$ cat config.mk
export PLATFORM = sky130hd
export DESIGN_NAME = result_display_driver
export DESIGN_NICKNAME = d
export VERILOG_FILES = /design/src/rtl/result_display_driver.sv
export SDC_FILE = /design/constraint.sdc
export NUM_CORES = 1
export LEC_CHECK = 0
export ABC_AREA = 1
export CAP_MARGIN = 20
export CORE_ASPECT_RATIO = 0.6
export CORE_MARGIN = 5
export CORE_UTILIZATION = 55
export DETAILED_ROUTE_END_ITERATION = 6
export PLACE_DENSITY = 0.8
export SYNTH_ARGS = -nofsm -noshare
export SYNTH_HDL_FRONTEND = slang
export SYNTH_SLANG_ARGS = --single-unit
$ cat constraint.sdc
create_clock -name clk -period 3.7 [get_ports clk]
set_input_delay 0.74 -clock clk [delete_from_list [all_inputs] [get_ports clk]]
set_output_delay 0.74 -clock clk [all_outputs]
set_load 0.01 [all_outputs]
$ cat src/rtl/result_display_driver.sv
// Captures a 32-bit result via valid/ready, alternates its halves on `display`
// and scans them onto a 4-digit active-low hex display. Optional: RDD_ZERO_BLANK_EN.
module result_display_driver #(
    parameter int unsigned HALF_TICKS = 50000000,
    parameter int unsigned SCAN_TICKS = 50000
) (
    input  logic        clk,
    input  logic        rst_n,
    input  logic        result_valid,
    input  logic [31:0] result,
    output logic        result_ready,
    output logic [15:0] display,
    output logic        half_sel,
    output logic [6:0]  seg,
    output logic [3:0]  an
);
    localparam int HW = (HALF_TICKS > 1) ? $clog2(HALF_TICKS) : 1;
    localparam int SW = (SCAN_TICKS > 1) ? $clog2(SCAN_TICKS) : 1;

    typedef enum logic [1:0] {EMPTY, SHOW_HI, SHOW_LO, FREE} state_t;

    state_t        state, state_next;
    logic [HW-1:0] half_cnt;
    logic [SW-1:0] scan_cnt;
    logic [1:0]    digit;
    logic [31:0]   value;
    logic          capture, half_wrap, scan_wrap, blank;
    logic [3:0]    nibble;
    logic [6:0]    glyph;

    assign capture   = result_valid && result_ready;
    assign half_wrap = (half_cnt == HW'(HALF_TICKS - 1));
    assign scan_wrap = (scan_cnt == SW'(SCAN_TICKS - 1));

    always_ff @(posedge clk) begin
        if (!rst_n) state <= EMPTY;
        else        state <= state_next;
    end

    always_comb begin
        state_next   = state;
        result_ready = 1'b0;
        case (state)
            EMPTY: begin
                result_ready = 1'b1;
                if (capture) state_next = SHOW_HI;
            end
            SHOW_HI: if (half_wrap) state_next = SHOW_LO;
            SHOW_LO: if (half_wrap) state_next = FREE;
            FREE: begin
                result_ready = 1'b1;
                if (capture) state_next = SHOW_HI;
            end
            default: state_next = EMPTY;
        endcase
    end

    // A capture outranks a coincident half-counter wrap.
    always_ff @(posedge clk) begin
        if (!rst_n) begin
            value    <= '0;
            half_cnt <= '0;
            half_sel <= 1'b0;
        end else if (capture) begin
            value    <= result;
            half_cnt <= '0;
            half_sel <= 1'b0;
        end else if (state != EMPTY) begin
            if (half_wrap) begin
                half_cnt <= '0;
                half_sel <= ~half_sel;
            end else begin
                half_cnt <= half_cnt + 1'b1;
            end
        end
    end

    always_ff @(posedge clk) begin
        if (!rst_n) begin
            scan_cnt <= '0;
            digit    <= 2'd0;
        end else if (scan_wrap) begin
            scan_cnt <= '0;
            digit    <= digit + 2'd1;
        end else begin
            scan_cnt <= scan_cnt + 1'b1;
        end
    end

    always_ff @(posedge clk) begin
        if (!rst_n) display <= '0;
        else        display <= half_sel ? value[15:0] : value[31:16];
    end

    always_comb begin
        nibble = display[{digit, 2'b00} +: 4];
        blank  = 1'b0;
`ifdef RDD_ZERO_BLANK_EN
        case (digit)
            2'd3:    blank = (display[15:12] == 4'h0);
            2'd2:    blank = (display[15:8] == 8'h00);
            2'd1:    blank = (display[15:4] == 12'h000);
            default: blank = 1'b0;
        endcase
`endif
        case (nibble)
            4'h0: glyph = 7'h40;
            4'h1: glyph = 7'h79;
            4'h2: glyph = 7'h24;
            4'h3: glyph = 7'h30;
            4'h4: glyph = 7'h19;
            4'h5: glyph = 7'h12;
            4'h6: glyph = 7'h02;
            4'h7: glyph = 7'h78;
            4'h8: glyph = 7'h00;
            4'h9: glyph = 7'h10;
            4'hA: glyph = 7'h08;
            4'hB: glyph = 7'h03;
            4'hC: glyph = 7'h46;
            4'hD: glyph = 7'h21;
            4'hE: glyph = 7'h06;
            default: glyph = 7'h0E;
        endcase
    end

    always_ff @(posedge clk) begin
        if (!rst_n || state == EMPTY || blank) begin
            seg <= 7'h7F;
            an  <= 4'hF;
        end else begin
            seg <= glyph;
            an  <= ~(4'b0001 << digit);
        end
    end

endmodule
* Word level (Yosys, flattened, before mapping)
Memory sizes are Yosys's and may differ from the RTL's. A register that Yosys moved wholly into a read port is not among the register bits.
Cells that the tools add are included.
W data, S select, Z words.
** Storage, ports and cells
- Register bits :: 99
- Latch bits :: 0
- Memory bits (writable) :: 0
- Bits in read-only memories :: 112
- Bits of input ports :: 35
- Output and inout bits :: 29
- Logic and storage cells :: 42
- Memories kept :: 1
** Cells by class
- $add $sub $neg :: 3
- Multiply operators :: 0
- Divide/modulo/power cells :: 0
- Magnitude comparators :: 0
- Equal/unequal tests :: 8
- Shifts and indexed selects :: 2
- Multiplexer cells :: 7
- Bitwise logic cells :: 3
- Reduce and logical (&&, ||, !) cells :: 10
** Memory list
- (no name shown) :: depth 16, width 7, rd ports 1, clocked after Yosys merged registers in 1, write ports 0, line 106 : case (nibble)
** Operators with widths (count)
- $add A26 B1 Y26 const B :: 1
- $eq A26 B26 Y1 const B :: 1
- $mux W26 :: 1
- $add A16 B1 Y16 const B :: 1
- $eq A16 B16 Y1 const B :: 1
- $mux W16 :: 1
- $shiftx A16 B5 Y4 :: 1
- $mux W2 :: 3
- $pmux W2 S3 :: 1
- $reduce_or A2 Y1 :: 3
- $eq A2 B2 Y1 const B :: 2
- $ne A2 B2 Y1 const B :: 2
- $not A4 Y4 :: 1
- $shl A1 B2 Y4 const A :: 1
- $reduce_and A3 Y1 :: 1
- $add A2 B1 Y2 const B :: 1
- $eq A2 B1 Y1 const B :: 1
- $logic_not A2 Y1 :: 1
- $ne A2 B1 Y1 const B :: 1
- $not A1 Y1 :: 2
- $reduce_and A2 Y1 :: 1
- $reduce_bool A2 Y1 :: 1
- $logic_and A1 B1 Y1 :: 1
- $logic_not A1 Y1 :: 1
- 2 further kinds :: 2

* Longest topological paths before layout
Gate-level depths: netlist of the first run.
- Word-level depth :: 6
- Mapped depth :: 12

* Least setup slack after synthesis of the first run
No wires, ideal clock.
- Path type :: in2reg
- Start point :: input result_valid
- End point :: register value[0]
- Setup time :: 0.116 ns
- Arrival time :: 1.578 ns
- Path slack :: 2.006 ns
- Stages on the path :: 6
- Path buffers :: 1
- Cell sequence :: inv_1 nor2_1 inv_1 clkbuf_1 nor2_1 nor2_1
** Between the ends
- Cells in the longest elaborated chain, start to end :: 1
** RTL lines
- start, declared :: line 9 : input logic result_valid,
- $logic_and A1 B1 Y1 :: line 31 : assign capture = result_valid && result_ready;
- end signal, assigned :: line 65 : value <= result;
- end, declared :: line 26 : logic [31:0] value;
Every way passes these cells.
A chain may end at the register's enable or synchronous reset.

* Final worst setup path of the first run
- Start point :: register state[0]
- End point :: output result_ready
** Between the ends
- Cells in the longest elaborated chain, start to end :: 3
** RTL lines
- start, declared :: line 22 : state_t state, state_next;
- start signal, assigned :: line 37 : else state <= state_next;
- $eq A2 B2 Y1 or $logic_not A2 Y1 (tied branches) :: line 43 : case (state)
- $reduce_or A2 Y1 (no line) *
- $mux W1 * :: line 43
- end, declared :: line 11 : output logic result_ready,
Every way passes the cells marked *; elsewhere a longest branch is shown, timed or not.

==> PnR_summary.wiki, run 1 <==
{| class="wikitable"
! Metric !! Value
|-
| Max Fclk || 396.8 MHz
|-
| Met2 usage in global routing || 0.3456
|-
| Cts repair resizes || 0
|-
| CP bufs+invs || 3
|-
| Syn_nets || 697
|-
| Family with the most delay on the worst path || buffers and inverters
|-
| Highest-count cells in the layout ignoring fill and taps || nor2_1, dfxtp_1, nand2_1
|-
| Transition at the pin with the smallest max-transition slack || 1.001 ns
|-
| Setup CP Type || register to output port
|-
| Layout filler cell count || 708
|-
| Met3 usage || 0.06238
|-
| Global-route wire length before repair || 19020 um
|-
| Global router's overall resource usage || 0.2278
|-
| Hold Vio Cnt, Final || 0
|-
| Clock Path Buffers || 2
|-
| Post-route clock period utilization || 0.6812
|-
| Slowest CP cell || clkdlybuf4s50_1
|-
| Minimum clock period after layout || 2.520 ns
|-
| Share of final-layout standard cells stronger than drive strength 1 || 0.06629
|-
| Residual DRC || 0
|-
| WL per Instance || 13.98 um
|-
| Total design power || 0.003199 W
|-
| Power per Cell Area || 563.0 mW/mm^2
|-
| Count of boundary I/O pins || 64
|-
| Endpoint type of the worst setup path || output port
|-
| H-Tree Level Count || 3
|-
| DIE HEIGHT || 81.72 um
|-
| Top cells by area in the synthesized netlist || dfxtp_1, nor2_1, nand2_1
|-
| Worst min path class || register to register
|-
| Maximum number of pins on one net before global-route repair || 53
|-
| Arrival time reported for the critical path endpoint || 1.78 ns
|-
| Setup clock skew after layout || 0.008412 ns
|-
| Maximum fanout encountered on the critical timing path || 3
|-
| Share of power burned in registers || 0.442
|-
| Count of different cell masters after synthesis || 31
|-
| Share of power burned in the clock network || 0.289
|-
| Clock latency of the later-clocked register in the worst-skew pair || 0.36 ns
|-
| Total of endpoints with negative setup slack in the final report || 0
|-
| Crit start category || register
|-
| Post-synthesis average cell area || 7.287 um^2
|-
| Die X-Extent || 129.5 um
|-
| Count of buffers inserted at the top-level ports || 63
|-
| Setup tns final || 0 ns
|-
| Most common library cell in the layout ignoring fill and taps || nor2_1
|-
| Root Driver || clkbuf_16
|-
| Antenna fix cells || 0
|-
| Nets || 754
|-
| Busiest layer in global routing || met2
|-
| Global route overflow || 0
|-
| Met1 layer usage reported by global route || 0.3154
|-
| Number of cell rows || 26
|-
| Run status || complete, no violations
|-
| Cell Count Post-Placement || 805
|-
| Weighted congestion reported at the end of routability-driven placement || 0.9841
|-
| CTS tree || built
|-
| Biggest area consumer among synthesized cells || dfxtp_1
|-
| Growth of design area from synthesis to finish || 20.54%
|-
| Final number of max-transition violations || 0
|-
| Switching power || 0.001078 W
|-
| Area of the die || 0.01058 mm^2
|-
| Total CTS buffers || 9
|-
| Max-slew headroom || 0.3317
|-
| Worst-path cell chain || inv_1 -> ha_1 -> inv_1 -> clkdlybuf4s50_1
|-
| Combinational share of power || 0.269
|-
| DRC marker count from the first detailed-route iteration || 474
|-
| Total setup buffers inserted after CTS || 0
|-
| Leakage power || 2.271 nW
|-
| Number of antenna violations at the first check in global routing || 0
|-
| Critical path's largest stage delay || 0.53 ns
|-
| Synth top area share || 0.4501
|-
| Sequential cell area fraction in the yosys report || 0.4501
|-
| Warnings, synthesis || 0
|-
| Net Sw Frac || 0.3370
|-
| Required time at the endpoint of the critical path || 2.96 ns
|-
| Clock transition at the registers of the reported paths || 0.07 ns
|-
| Unrepaired setup endpoints after global routing || false
|-
| Effective utilization at floorplan || 0.5595
|-
| Drt total wl || 11480 um
|-
| Number of search-and-repair iterations in the first detailed-routing pass || 5
|-
| Max-capacitance violation count || 0
|-
| Post-synthesis register bit count || 106
|-
| Internal Power || 0.002121 W
|-
| Max IR drop VDD || 270.6 uV
|-
| Total of hold buffers inserted after clock tree synthesis || 0
|-
| Library cell appearing most often on the critical path || inv_1
|-
| Number of routed nets with antenna violations || 0
|-
| Final HPWL DP || 8343 um
|-
| Core Area || 0.008426 mm^2
|-
| Final standard cell count with taps included and fillers excluded || 821
|-
| Via count of the first global-routing pass || 3939
|-
| Post-Syn Instances || 647
|-
| Post-Syn Area || 0.004715 mm^2
|-
| Total number of vias || 4385
|-
| Number of sinks on the clock net || 106
|-
| Via-per-instance ratio || 5.341
|}
-- logic make-up after synthesis --
group                    count (synthesis)  synth area share
AO/OA/AOI/OAI                           98            0.1075
XOR/XNOR                                11           0.02043
adder cells (fa/ha/maj)                 15           0.03981
buffers and inverters                   75           0.06635
flip-flops                             106            0.4501
AND/OR/NAND/NOR                        342            0.3158
-- synth_stat cells --
cell type,count
dfxtp_1,106
clkbuf_1,13
nand2_4,1
a21oi_1,26
nor2_4,3
nand4_1,13
or2_0,1
nor2_1,152
buf_4,2
nor4_1,1
o21ai_2,1
o211ai_1,3
inv_1,49
inv_2,5
nor3_1,18
nor3_4,2
and2_1,1
nand2_1,99
xnor2_1,1
xor2_1,10
nand3_2,1
nor2_2,7
o21ai_0,64
or2_2,2
ha_1,15
nand3_1,35
nand2_2,6
buf_2,1
a31oi_1,4
buf_6,3
clkinv_1,2
-- worst reg2reg max path, delay by kind of cell (launching register included) --
| family | cells | cell delay (ns) |
|---|---|---|
| adders and majority gates | 1 | 0.23 |
| DFF | 1 | 0.56 |
| AOI/OAI and AO/OA | 1 | 0.13 |
| and+or+nand+nor | 6 | 0.70 |
| buffers and inverters | 2 | 0.30 |
-- state kept, by name (all words and copies together) (netlist names) --
signal and flops:
scan_cnt 16, display 16, half_cnt 26, an 4, value 32, digit 2
half_sel 1, state 2, seg 7
-- area by class of cell --
type | instances | area, um^2 | area share
multi-input combinational | 466 | 2282 | 0.4016
sequential | 106 | 2122 | 0.3734
timing repair buffer | 65 | 645.6 | 0.1136
clock buffer | 9 | 225.2 | 0.03963
inverter | 56 | 210.2 | 0.03699
tap | 112 | 140.1 | 0.02466
clock inverter | 7 | 57.56 | 0.01013
-- per-layer routing --
| layer | wire length [um] | part of all wire |
|---|---|---|
| met3 | 763 | 0.066 |
| met2 | 4969 | 0.43 |
| met4 | 226 | 0.020 |
| met5 | 0 | 0 |
| met1 | 5520 | 0.48 |
-- worst paths after layout --
kind | cells past startpoint | startpoint | slack [ns] | end
max reg2reg | 10 | digit[0] | 1.66 | seg[3]
min | 1 | scan_cnt[0] | 0.45 | scan_cnt[0]
max | 4 | state[0] | 1.18 | result_ready
min reg2reg | 1 | scan_cnt[0] | 0.45 | scan_cnt[0]
-- power groups by stage --
stage                     Combinational (W)  Sequential [W]  Clock, W
after floorplan                    0.000530         0.00144         0
after global placement             0.000825         0.00143         0
after detailed placement           0.000853         0.00144         0
after CTS                          0.000864         0.00141  0.000932
after global routing               0.000966         0.00143  0.000993
final                              0.000861         0.00141  0.000925
-- stage by stage --
step,setup slack (ns),util,hold WS (ns),instance area [um^2]
3_5_place_dp,1.112,0.6409,0.4403,5400
5_1_grt,1.117,0.6745,0.4807,5683
6_report,1.180,0.6745,0.4542,5683
4_1_cts,1.197,0.6745,0.4570,5683
2_1_floorplan,2.006,-,0.4175,4715
3_3_place_gp,1.175,0.6409,0.4305,5400
(Power assumes the default switching activity.)
==> inputs of run 2 (changes only) <==
- clock period: 3.7 -> 2.6 ns (I/O delays scaled with it)
==> run 2 against run 1 <==
Compared with the run above:
- count of clock-buffer cells in the layout did not move
- power rose by 42%
- register-to-register slack got worse by 1.0 ns
- sequential power rose by 43%
- utilization rose by 0.34 points
- final cell count rose by 0.24%
- clock skew fell by 0.0013 ns
- via count fell by 1.0%
- sequential cell count did not move
- first-iteration DRC count fell by 3.6%
- routed wire length fell by 1.1%
==> PnR_summary.wiki, run 2 (synthesis results as in run 1) <==
{| class="wikitable"
! Metric !! Value
|-
| Run status || complete, no violations
|-
| Switching power || 0.001521 W (+41%)
|-
| Drt total wl || 11350 um (-1.1%)
|-
| Share of power burned in the clock network || 0.292 (+0.003)
|-
| Endpoint type of the worst setup path || output port
|-
| Unrepaired setup endpoints after global routing || false
|-
| Antenna fix cells || 0 (unchanged)
|-
| Critical path's largest stage delay || 0.53 ns (about the same)
|-
| Residual DRC || 0 (unchanged)
|-
| Final HPWL DP || 8360 um (+0.20%)
|-
| Number of routed nets with antenna violations || 0 (unchanged)
|-
| Total CTS buffers || 9 (unchanged)
|-
| Nets || 756 (+0.27%)
|-
| Total of endpoints with negative setup slack in the final report || 0 (unchanged)
|-
| Clock latency of the later-clocked register in the worst-skew pair || 0.35 ns (about the same)
|-
| Max-capacitance violation count || 0 (unchanged)
|-
| Combinational share of power || 0.265 (-0.004)
|-
| Regs by FF count || value: 32 flops, half_cnt: 26 flops
|-
| Effective utilization at floorplan || 0.5595 (unchanged)
|-
| Via count of the first global-routing pass || 4023 (+2.1%)
|-
| Number of search-and-repair iterations in the first detailed-routing pass || 5 (unchanged)
|-
| Clock transition at the registers of the reported paths || 0.07 ns (about the same)
|-
| Cell Count Post-Placement || 807 (+0.25%)
|-
| Transition at the pin with the smallest max-transition slack || 0.9989 ns (-0.002439 ns)
|-
| Layout filler cell count || 700 (-1.1%)
|-
| Total setup buffers inserted after CTS || 0 (unchanged)
|-
| Global router's overall resource usage || 0.2259 (-0.001899)
|-
| Final instance area || 0.005712 mm^2 (+0.51%)
|-
| Number of flip-flops in the largest register || 32 (unchanged)
|-
| Met1 layer usage reported by global route || 0.3161 (+0.0006549)
|-
| Max Fclk || 442.6 MHz
|-
| Worst reg2reg path startpoint || state[0]
|-
| Internal Power || 0.003032 W (+43%)
|-
| Setup tns final || 0 ns (unchanged)
|-
| Slowest CP cell || clkdlybuf4s50_1
|-
| Leakage power || 2.298 nW (+1.2%)
|-
| Final standard cell count with taps included and fillers excluded || 823 (+0.24%)
|-
| Global-route wire length before repair || 19010 um (about the same)
|-
| Number of cell rows || 26 (unchanged)
|-
| Share of power burned in registers || 0.442 (about the same)
|-
| Cts repair resizes || 0 (unchanged)
|-
| DIE HEIGHT || 81.72 um (unchanged)
|-
| Growth of design area from synthesis to finish || 21.15%
|-
| Count of buffers inserted at the top-level ports || 63 (unchanged)
|-
| Most common library cell in the layout ignoring fill and taps || nor2_1
|-
| Placement-stage cell area || 0.005415 mm^2 (+0.28%)
|-
| Register name with the most flops || value
|-
| RR Endpoint || value[11]
|-
| Root Driver || clkbuf_16
|-
| Max-slew headroom || 0.3333 (+0.001628)
|-
| Die X-Extent || 129.5 um (unchanged)
|-
| Fin util || 0.6779 (+0.003415)
|-
| Core Area || 0.008426 mm^2 (unchanged)
|-
| Total of hold buffers inserted after clock tree synthesis || 0 (unchanged)
|-
| Crit start category || register
|-
| Global route overflow || 0 (unchanged)
|-
| Power per Cell Area || 797.1 mW/mm^2 (+42%)
|-
| Met3 usage || 0.06823 (+0.005848)
|-
| Net Sw Frac || 0.3340 (-0.002940)
|-
| Reg-to-reg slack, setup || 0.65 ns (-1.01 ns)
|-
| Via-per-instance ratio || 5.272 (-1.3%)
|-
| Worst-path cell chain || inv_1 -> ha_1 -> inv_1 -> clkdlybuf4s50_1
|-
| Library cell appearing most often on the critical path || inv_1
|-
| Count of boundary I/O pins || 64 (unchanged)
|-
| Share of final-layout standard cells stronger than drive strength 1 || 0.06892 (+0.002626)
|-
| Minimum clock period after layout || 2.259 ns
|-
| Max IR drop VDD || 515.7 uV (+91%)
|-
| Critical Path Start || state[0]
|-
| CP bufs+invs || 3 (unchanged)
|-
| Worst reg-to-reg path cell count || 6 (-4)
|-
| Setup CP Type || register to output port
|-
| Weighted congestion reported at the end of routability-driven placement || 1.016 (+3.2%)
|-
| Met2 usage in global routing || 0.3378 (-0.007748)
|-
| Number of antenna violations at the first check in global routing || 0 (unchanged)
|-
| Setup clock skew after layout || 0.007086 ns (-0.001325 ns)
|-
| WL per Instance || 13.80 um (-1.3%)
|-
| Required time at the endpoint of the critical path || 2.08 ns (-0.88 ns)
|-
| Hold Vio Cnt, Final || 0 (unchanged)
|-
| Maximum number of pins on one net before global-route repair || 49 (-7.5%)
|-
| Post-route clock period utilization || 0.8690
|-
| Number of sinks on the clock net || 106 (unchanged)
|-
| Final number of max-transition violations || 0 (unchanged)
|-
| Family with the most delay on the worst path || buffers and inverters
|-
| Maximum fanout encountered on the critical timing path || 3 (unchanged)
|-
| Arrival time reported for the critical path endpoint || 1.74 ns (-0.04 ns)
|-
| DRC marker count from the first detailed-route iteration || 457 (-3.6%)
|-
| Highest-count cells in the layout ignoring fill and taps || nor2_1, dfxtp_1, nand2_1
|-
| Area of the die || 0.01058 mm^2 (unchanged)
|-
| Startpoint of the worst hold path || scan_cnt[0]
|-
| Worst min path class || register to register
|-
| Worst hold path cell count || 1 (unchanged)
|-
| Busiest layer in global routing || met2
|-
| Capture endpoint of the worst hold path || scan_cnt[0]
|-
| H-Tree Level Count || 3 (unchanged)
|-
| Clock Path Buffers || 2 (unchanged)
|-
| Total number of vias || 4339 (-1.0%)
|-
| CTS tree || built
|}
-- run 2: cell types whose count changed in the layout (fill, tap and decap cells not counted) --
| cell | before | now |
|---|---|---|
| clkinv_4 | 0 | 2 |
| buf_4 | 2 | 4 |
| clkinvlp_4 | 3 | 0 |
| inv_6 | 4 | 3 |
| inv_8 | 0 | 1 |
| clkinv_8 | 0 | 1 |
-- run 2: power by group through the flow --
stage	logic, W	clock network [W]	registers (W)
6_report	0.00121	0.00133	0.00201
5_1_grt	0.00137	0.00142	0.00204
4_1_cts	0.00121	0.00135	0.00201
3_5_place_dp	0.00120	0	0.00204
3_3_place_gp	0.00117	0	0.00204
2_1_floorplan	0.000754	0	0.00205
-- run 2: how the worst max path moves through the flow --
stage                         endpoint  slack, ns  cells after the start
final                     result_ready       0.34                      4
after detailed placement     value[25]       0.47                      6
after global routing      result_ready       0.28                      4
after global placement       value[22]       0.52                      6
after floorplan               value[0]       0.95                      7
after CTS                 result_ready       0.33                      4
-- run 2: stage by stage --
step / setup slack, ns / hold slack [ns] / power, W
4_1_cts: 0.3312 / 0.4605 / 0.004569
3_5_place_dp: 0.4719 / 0.4503 / 0.003244
2_1_floorplan: 0.9547 / 0.4175 / 0.002804
6_report: 0.3407 / 0.4553 / 0.004553
3_3_place_gp: 0.5155 / 0.4320 / 0.003206
5_1_grt: 0.2774 / 0.4889 / 0.004834
-- run 2: cell type report --
type                            count  area [um^2]  area share
Inverter                           56        210.2     0.03680
Clock inverter                      7        71.32     0.01249
Clock buffer                        9        225.2     0.03943
Tap cell                          112        140.1     0.02453
Sequential cell                   106         2122      0.3715
Multi-Input combinational cell    466         2282      0.3996
Timing Repair Buffer               67        660.6      0.1157
-- run 2: metal layers --
metal	vias to the layer above	wire length, um
li1	2202	-
met1	1946	5374
met2	178	4787
met3	13	1029
met4	0	162
met5	-	0
-- run 2: worst reg2reg max path, stage by stage, from the launching register on --
cell and delay, ns:
dfxtp_1 0.36, inv_1 0.07, ha_1 0.35, nor2_2 0.08
inv_1 0.72, nor2_1 0.14, nor2_1 0.17
